--- config.mk ---
export PLATFORM = sky130hd
export DESIGN_NAME = mmio_timer_flat
export DESIGN_NICKNAME = d
export VERILOG_FILES = /design/src/rtl/mmio_pkg.sv /design/src/rtl/mmio_timer_if.sv /design/src/rtl/mmio_prescaler.sv /design/src/rtl/mmio_timer.sv /design/src/flat_wrapper.sv
export SDC_FILE = /design/constraint.sdc
export NUM_CORES = 1
export LEC_CHECK = 0
export CAP_MARGIN = 20
export CORE_MARGIN = 10
export CORE_UTILIZATION = 48
export DETAILED_ROUTE_END_ITERATION = 12
export HOLD_SLACK_MARGIN = 0.03
export PLACE_DENSITY_LB_ADDON = 0.05
export SETUP_SLACK_MARGIN = 0.4
export SYNTH_ARGS = -nofsm -noshare
export SYNTH_HDL_FRONTEND = slang
export SYNTH_SLANG_ARGS = --single-unit
export TNS_END_PERCENT = 20
--- constraint.sdc ---
create_clock -name clk -period 1.57 [get_ports clk]
set_input_delay 0.314 -clock clk [delete_from_list [all_inputs] [get_ports clk]]
set_output_delay 0.314 -clock clk [all_outputs]
set_load 0.1 [all_outputs]
--- src/rtl/mmio_pkg.sv ---
// Shared definitions for the memory-mapped timer: register offsets, bit
// positions inside CTRL/STATUS, reset constants and the default window base.
package mmio_pkg;

    localparam int ADDR_W = 8;
    localparam int DATA_W = 16;
    localparam int PSC_W  = 4;

    localparam logic [ADDR_W-1:0] BASE_ADDR_DEFAULT = 8'hF0;

    typedef enum logic [1:0] {
        OFF_CTRL    = 2'd0,
        OFF_COUNT   = 2'd1,
        OFF_COMPARE = 2'd2,
        OFF_STATUS  = 2'd3
    } reg_off_e;

    // CTRL bit positions
    localparam int EN      = 0;
    localparam int RELOAD  = 1;
    localparam int IE      = 2;
    localparam int PSC_LSB = 4;
    localparam int PSC_MSB = 7;

    // STATUS bit positions
    localparam int ST_MATCH = 0;
    localparam int ST_OVF   = 1;

    localparam logic [DATA_W-1:0] CTRL_WMASK   = 16'h00F7;
    localparam logic [DATA_W-1:0] STATUS_MASK  = 16'h0003;

    localparam logic [DATA_W-1:0] CTRL_RST     = 16'h0000;
    localparam logic [DATA_W-1:0] COUNT_RST    = 16'h0000;
    localparam logic [DATA_W-1:0] COMPARE_RST  = 16'hFFFF;
    localparam logic [DATA_W-1:0] STATUS_RST   = 16'h0000;

    // Masks a CTRL write so that bits 15:8 and 3 always read back as 0.
    function automatic logic [DATA_W-1:0] ctrl_wr_value(input logic [DATA_W-1:0] din);
        return din & CTRL_WMASK;
    endfunction

endpackage

--- src/rtl/mmio_timer_if.sv ---
// CPU data-memory bus as seen by the timer: address/write data/strobe from the
// CPU, read data, window hit and interrupt back from the peripheral.
interface mmio_timer_if;
    import mmio_pkg::*;

    logic [ADDR_W-1:0] addr;
    logic [DATA_W-1:0] din;
    logic              we;
    logic [DATA_W-1:0] dout;
    logic              hit;
    logic              irq;

    modport master (output addr, output din, output we,
                    input  dout, input  hit, input  irq);

    modport slave  (input  addr, input  din, input  we,
                    output dout, output hit, output irq);

endinterface

--- src/rtl/mmio_prescaler.sv ---
// 4-bit clock divider: tick fires when the phase counter reaches psc, then the
// phase restarts; disabled or restarted dividers sit at phase 0.
module mmio_prescaler
    import mmio_pkg::*;
(
    input  logic             clk,
    input  logic             reset,
    input  logic             en,
    input  logic [PSC_W-1:0] psc,
    input  logic             restart,
    output logic             tick
);

    logic [PSC_W-1:0] pc_q;
    logic [PSC_W-1:0] pc_d;

    assign tick = en && (pc_q == psc);

    always_comb begin
        pc_d = pc_q + 4'd1;
        if (restart || !en || tick) begin
            pc_d = '0;
        end
    end

    always_ff @(posedge clk) begin
        if (reset) begin
            pc_q <= '0;
        end else begin
            pc_q <= pc_d;
        end
    end

endmodule

--- src/rtl/mmio_timer.sv ---
// Timer peripheral in a 4-word window of the data-memory map: prescaled
// up-counter with compare match, overflow flag and level interrupt.
module mmio_timer
    import mmio_pkg::*;
#(
    parameter logic [ADDR_W-1:0] BASE_ADDR = BASE_ADDR_DEFAULT
)
(
    input  logic clk,
    input  logic reset,
    mmio_timer_if.slave bus
);

    logic [DATA_W-1:0] ctrl_q,    ctrl_d;
    logic [DATA_W-1:0] count_q,   count_d;
    logic [DATA_W-1:0] compare_q, compare_d;
    logic [DATA_W-1:0] status_q,  status_d;
    logic [DATA_W-1:0] rdata;
    logic [PSC_W-1:0]  psc;
    reg_off_e          off;
    logic              wr;
    logic              wr_ctrl, wr_count, wr_compare, wr_status;
    logic              tick, restart;
    logic              match_set, ovf_set;

    assign off        = reg_off_e'(bus.addr[1:0]);
    assign bus.hit    = (bus.addr[ADDR_W-1:2] == BASE_ADDR[ADDR_W-1:2]);
    assign wr         = bus.we && bus.hit;
    assign wr_ctrl    = wr && (off == OFF_CTRL);
    assign wr_count   = wr && (off == OFF_COUNT);
    assign wr_compare = wr && (off == OFF_COMPARE);
    assign wr_status  = wr && (off == OFF_STATUS);
    assign psc        = ctrl_q[PSC_MSB:PSC_LSB];

    // Re-phase the divider whenever its rate changes or it is being stopped.
    assign restart = wr_ctrl && ((bus.din[PSC_MSB:PSC_LSB] != psc) || !bus.din[EN]);

    mmio_prescaler u_prescaler (
        .clk     (clk),
        .reset   (reset),
        .en      (ctrl_q[EN]),
        .psc     (psc),
        .restart (restart),
        .tick    (tick)
    );

    always_comb begin
        ctrl_d    = ctrl_q;
        count_d   = count_q;
        compare_d = compare_q;
        status_d  = status_q;
        match_set = 1'b0;
        ovf_set   = 1'b0;

        // A CPU write to COUNT suppresses the tick entirely, flags included.
        if (wr_count) begin
            count_d = bus.din;
        end else if (tick) begin
            if (count_q == compare_q) begin
                match_set = 1'b1;
                count_d   = ctrl_q[RELOAD] ? '0 : count_q + 16'd1;
                ovf_set   = (count_q == 16'hFFFF) && !ctrl_q[RELOAD];
            end else begin
                count_d   = count_q + 16'd1;
                ovf_set   = (count_q == 16'hFFFF);
            end
        end

        if (wr_ctrl)    ctrl_d    = ctrl_wr_value(bus.din);
        if (wr_compare) compare_d = bus.din;
        if (wr_status)  status_d  = status_q & ~(bus.din & STATUS_MASK);

        // Hardware set events take priority over a same-cycle W1C.
        status_d[ST_MATCH] = status_d[ST_MATCH] | match_set;
        status_d[ST_OVF]   = status_d[ST_OVF]   | ovf_set;
    end

    always_ff @(posedge clk) begin
        if (reset) begin
            ctrl_q    <= CTRL_RST;
            count_q   <= COUNT_RST;
            compare_q <= COMPARE_RST;
            status_q  <= STATUS_RST;
        end else begin
            ctrl_q    <= ctrl_d;
            count_q   <= count_d;
            compare_q <= compare_d;
            status_q  <= status_d;
        end
    end

    always_comb begin
        rdata = '0;
        if (bus.hit) begin
            case (off)
                OFF_CTRL:    rdata = ctrl_q;
                OFF_COUNT:   rdata = count_q;
                OFF_COMPARE: rdata = compare_q;
                OFF_STATUS:  rdata = status_q;
                default:     rdata = '0;
            endcase
        end
    end

    assign bus.dout = rdata;
    assign bus.irq  = status_q[ST_MATCH] & ctrl_q[IE];

endmodule
--- src/flat_wrapper.sv ---
// flat-port wrapper written by rule: the top's interface ports become plain ports
module mmio_timer_flat import mmio_pkg::*;
#(
    parameter logic [ADDR_W-1:0] BASE_ADDR = BASE_ADDR_DEFAULT
)
  (clk, reset, bus_addr, bus_din, bus_we, bus_dout, bus_hit, bus_irq);
  mmio_timer_if bus_i ();
  input  logic clk;
  input  logic reset;
  input wire logic [$bits(bus_i.addr)-1:0] bus_addr;
  input wire logic [$bits(bus_i.din)-1:0] bus_din;
  input wire logic [$bits(bus_i.we)-1:0] bus_we;
  output wire logic [$bits(bus_i.dout)-1:0] bus_dout;
  output wire logic [$bits(bus_i.hit)-1:0] bus_hit;
  output wire logic [$bits(bus_i.irq)-1:0] bus_irq;
  assign bus_i.addr = bus_addr;
  assign bus_i.din = bus_din;
  assign bus_i.we = bus_we;
  assign bus_dout = bus_i.dout;
  assign bus_hit = bus_i.hit;
  assign bus_irq = bus_i.irq;
  mmio_timer #(.BASE_ADDR(BASE_ADDR)) u_core (.clk(clk), .reset(reset), .bus(bus_i));
endmodule
==> metrics.cfg <==
[outcome]
outcome=complete, but fails checks
violations=setup timing

[global_routing]
grt_max_degree=18
track_usage=0.223
gr-total-overflow=0
grt_pass1_wl_um=15900
grt_pass1_vias=3082
antenna_found_initial=0

[critical_path]
worstSetupEndpointType=register
arrival_ps=2070
cp_top_family=simple AND/OR/NAND/NOR gates
cp_slowest_cell=nor4_4
cp_cell_sequence=xnor2_2, nand4_1, nor4_4, and2_4, a211oi_4, buf_12, a22o_1
worstSetupPathType=reg -> reg
cp_max_fo=10
max_stage_delay_ps=430
cp.buffers_inverters=1
required_ps=1760
startpoint_type=register

[floorplan]
die_x_um=94.5
die_y_um=94.5
die_area_um2=8930
num_rows=27
io_pins=45
start_util=0.490
core_area_um2=5440

[cts]
numCtsBuffers=5
clock_path_buffers=2
insertion_delay_ps=290
cts-root-buf=clkbuf_8
cts.sinks=45
h-tree-depth=2
hold_buffers=0
cts_tree=built
clk_pin_slew_ps=90

[power_and_ir_drop]
power_frac_seq=0.482
power_switching_mw=0.554
p_leak_nw=2.00
power_mw=2.36
vdd_ir_drop_max_v=0.000447
power_frac_comb=0.127
clockPowerShare=0.390
swShare=0.234
p_per_area_nw_per_um2=520
internal_power_mw=1.81

[final_layout]
syn2layout_area_growth_pct=70.6
antennaDiodeCount=0
drive_above_1_share=0.475
fillCellCount=342
layout.nets=464

[yosys]
ys.warnings.count=0
syn-cell-area_um2=2660
synth.distinct_cells=43
synthFlopType=dfxtp_1
ys_seq_elements=45
syn-num-nets=339
netlist_instances=310
synth-edff-count=0
async_flop_share=0
seq_area_frac_synth=0.338
avgSynthCellArea_um2=8.59

[drt]
drt_pass1_iterations=5
num_vias=2881
wire_per_inst_um=19.3
drt_iter0_drc=205
postRouteAntennaNets=0
via_per_inst=5.67
drcViolationCount=0
wl_um=9830

[sta]
min_period_ps=1880
whs_ps=428
setup_ws_ps=-310
maxSlewHeadroom=0.639
grt_setup_unrepaired=true
skew_ps=5.07
drv_slew=0
setup_violations=41
hold_violations=0
max_freq_mhz=532
period_share=1.20
worst_slew_pin_slew_ps=542

[place]
io_buffers=44
routabilityCongestion=0.875
place_hpwl_um=6610

[worst_hold_path]
hold_path.class=in -> reg

[run]
max-cap-violations=0

[worst paths after layout]
check                            from                   to  slack (ps)  depth (start not counted)
hold / removal             bus_din[6]  u_core.compare_q[6]         430                          4
hold reg to reg    u_core.status_q[1]   u_core.status_q[1]         520                          2
setup / recovery  u_core.compare_q[3]    u_core.count_q[4]        -310                          7
setup reg to reg  u_core.compare_q[3]    u_core.count_q[4]        -310                          7
[final cells by class]
cell class | count | area (um2) | share of cell area
multi-input cells | 241 | 1930 | 0.424
inverters | 5 | 22.5 | 0.00495
flip-flops and latches | 45 | 936 | 0.206
well taps | 72 | 90.1 | 0.0198
repair buffers | 137 | 1450 | 0.320
clock buffers | 7 | 86.3 | 0.0190
clock inverters | 1 | 30.0 | 0.00661
[metal layers]
metal  track usage  wire length [um]  vias up
met2         0.410              5110      112
met3        0.0412               552       17
li1              -                 -     1338
met1         0.256              3960     1414
met5             0                 0        -
met4        0.0623               197        0
[worst reg2reg max path: stages, from the launching register on]
cell	delay [ps]
dfxtp_2	350
xnor2_2	170
nand4_1	180
nor4_4	430
and2_4	240
a211oi_4	70
buf_12	150
a22o_1	180
[cell families (layout without fill, tap and decap cells)]
kind of cell | count (synthesis) | after routing | share of synthesized area
AND/OR/NAND/NOR | 144 | 144 | 0.295
flip-flops | 45 | 45 | 0.338
AO/OA/AOI/OAI | 41 | 41 | 0.119
XOR/XNOR | 40 | 40 | 0.132
buffers and inverters | 24 | 150 | 0.0441
multiplexers | 14 | 14 | 0.0620
adder cells (fa/ha/maj) | 2 | 2 | 0.00939
[power groups by stage]
stage	clock network, mW	registers, mW	logic (mW)
after floorplan	0	1.17	0.112
after global placement	0	1.17	0.264
final	0.923	1.14	0.301
after global routing	0.979	1.14	0.315
after CTS	0.928	1.14	0.294
after detailed placement	0	1.17	0.267
[stage by stage]
| step | setup WS [ps] | instances | utilization | instance area (um2) | setup TNS, ps |
|---|---|---|---|---|---|
| global placement | -573 | 490 | 0.746 | 4060 | -29340 |
| global route | -340 | 508 | 0.836 | 4550 | -7970 |
| CTS | -275 | 508 | 0.828 | 4500 | -4360 |
| finish | -310 | 508 | 0.836 | 4550 | -6310 |
| floorplan | -523 | 310 | - | 2800 | -18930 |
| detailed placement | -627 | 490 | 0.746 | 4060 | -31570 |
[cell usage in the layout, fill, tap and decap left out, drive strengths merged, types with 2 or more instances in the layout]
cell / n
clkbuf: 9
nand4: 14
mux2i: 12
clkdlybuf4s50: 14
xor2: 11
xnor2: 29
buf: 115
dfxtp: 45
inv: 4
mux4: 2
a22oi: 9
and2: 9
nor2: 34
dlygate4sd2: 4
a21oi: 11
o22ai: 5
nand3b: 17
nand3: 6
a22o: 10
ha: 2
nand2: 39
nor2b: 2
nor3: 4
dlymetal6s2s: 2
and3: 13
[cell usage after synthesis (4+ instances only)]
master | number | share of area
and3_1 | 13 | 0.031
clkbuf_1 | 9 | 0.013
dfxtp_1 | 45 | 0.34
nor2_1 | 33 | 0.047
nand4_1 | 14 | 0.033
buf_2 | 5 | 0.0094
xnor2_1 | 29 | 0.095
nand3b_1 | 17 | 0.048
and2_1 | 7 | 0.016
nand3_1 | 5 | 0.0094
o22ai_1 | 5 | 0.012
xor2_1 | 11 | 0.036
nand2_1 | 38 | 0.054
a21oi_1 | 11 | 0.021
mux2i_1 | 12 | 0.045
a22oi_1 | 9 | 0.025
inv_1 | 4 | 0.0056
a22o_1 | 10 | 0.033
[state kept, by name (all words and copies together) (netlist names)]
| signal | cells |
|---|---|
| u_core.count_q | 16 |
| u_core.compare_q | 16 |
| u_core.ctrl_q | 7 |
| u_core.status_q | 2 |
| u_core.u_prescaler.pc_q | 4 |
[repair_timing]
| item | CTS | global route |
|---|---|---|
| pin swaps | 22 | 12 |
| cloned | 3 | 0 |
| setup buffers | 7 | 0 |
| setup endpoints to repair | 63 | 63 |
| gates resized for setup | 99 | 18 |
| endpoints found under the hold margin | 0 | 0 |
No activity file was read; power rests on OpenSTA's default activity.
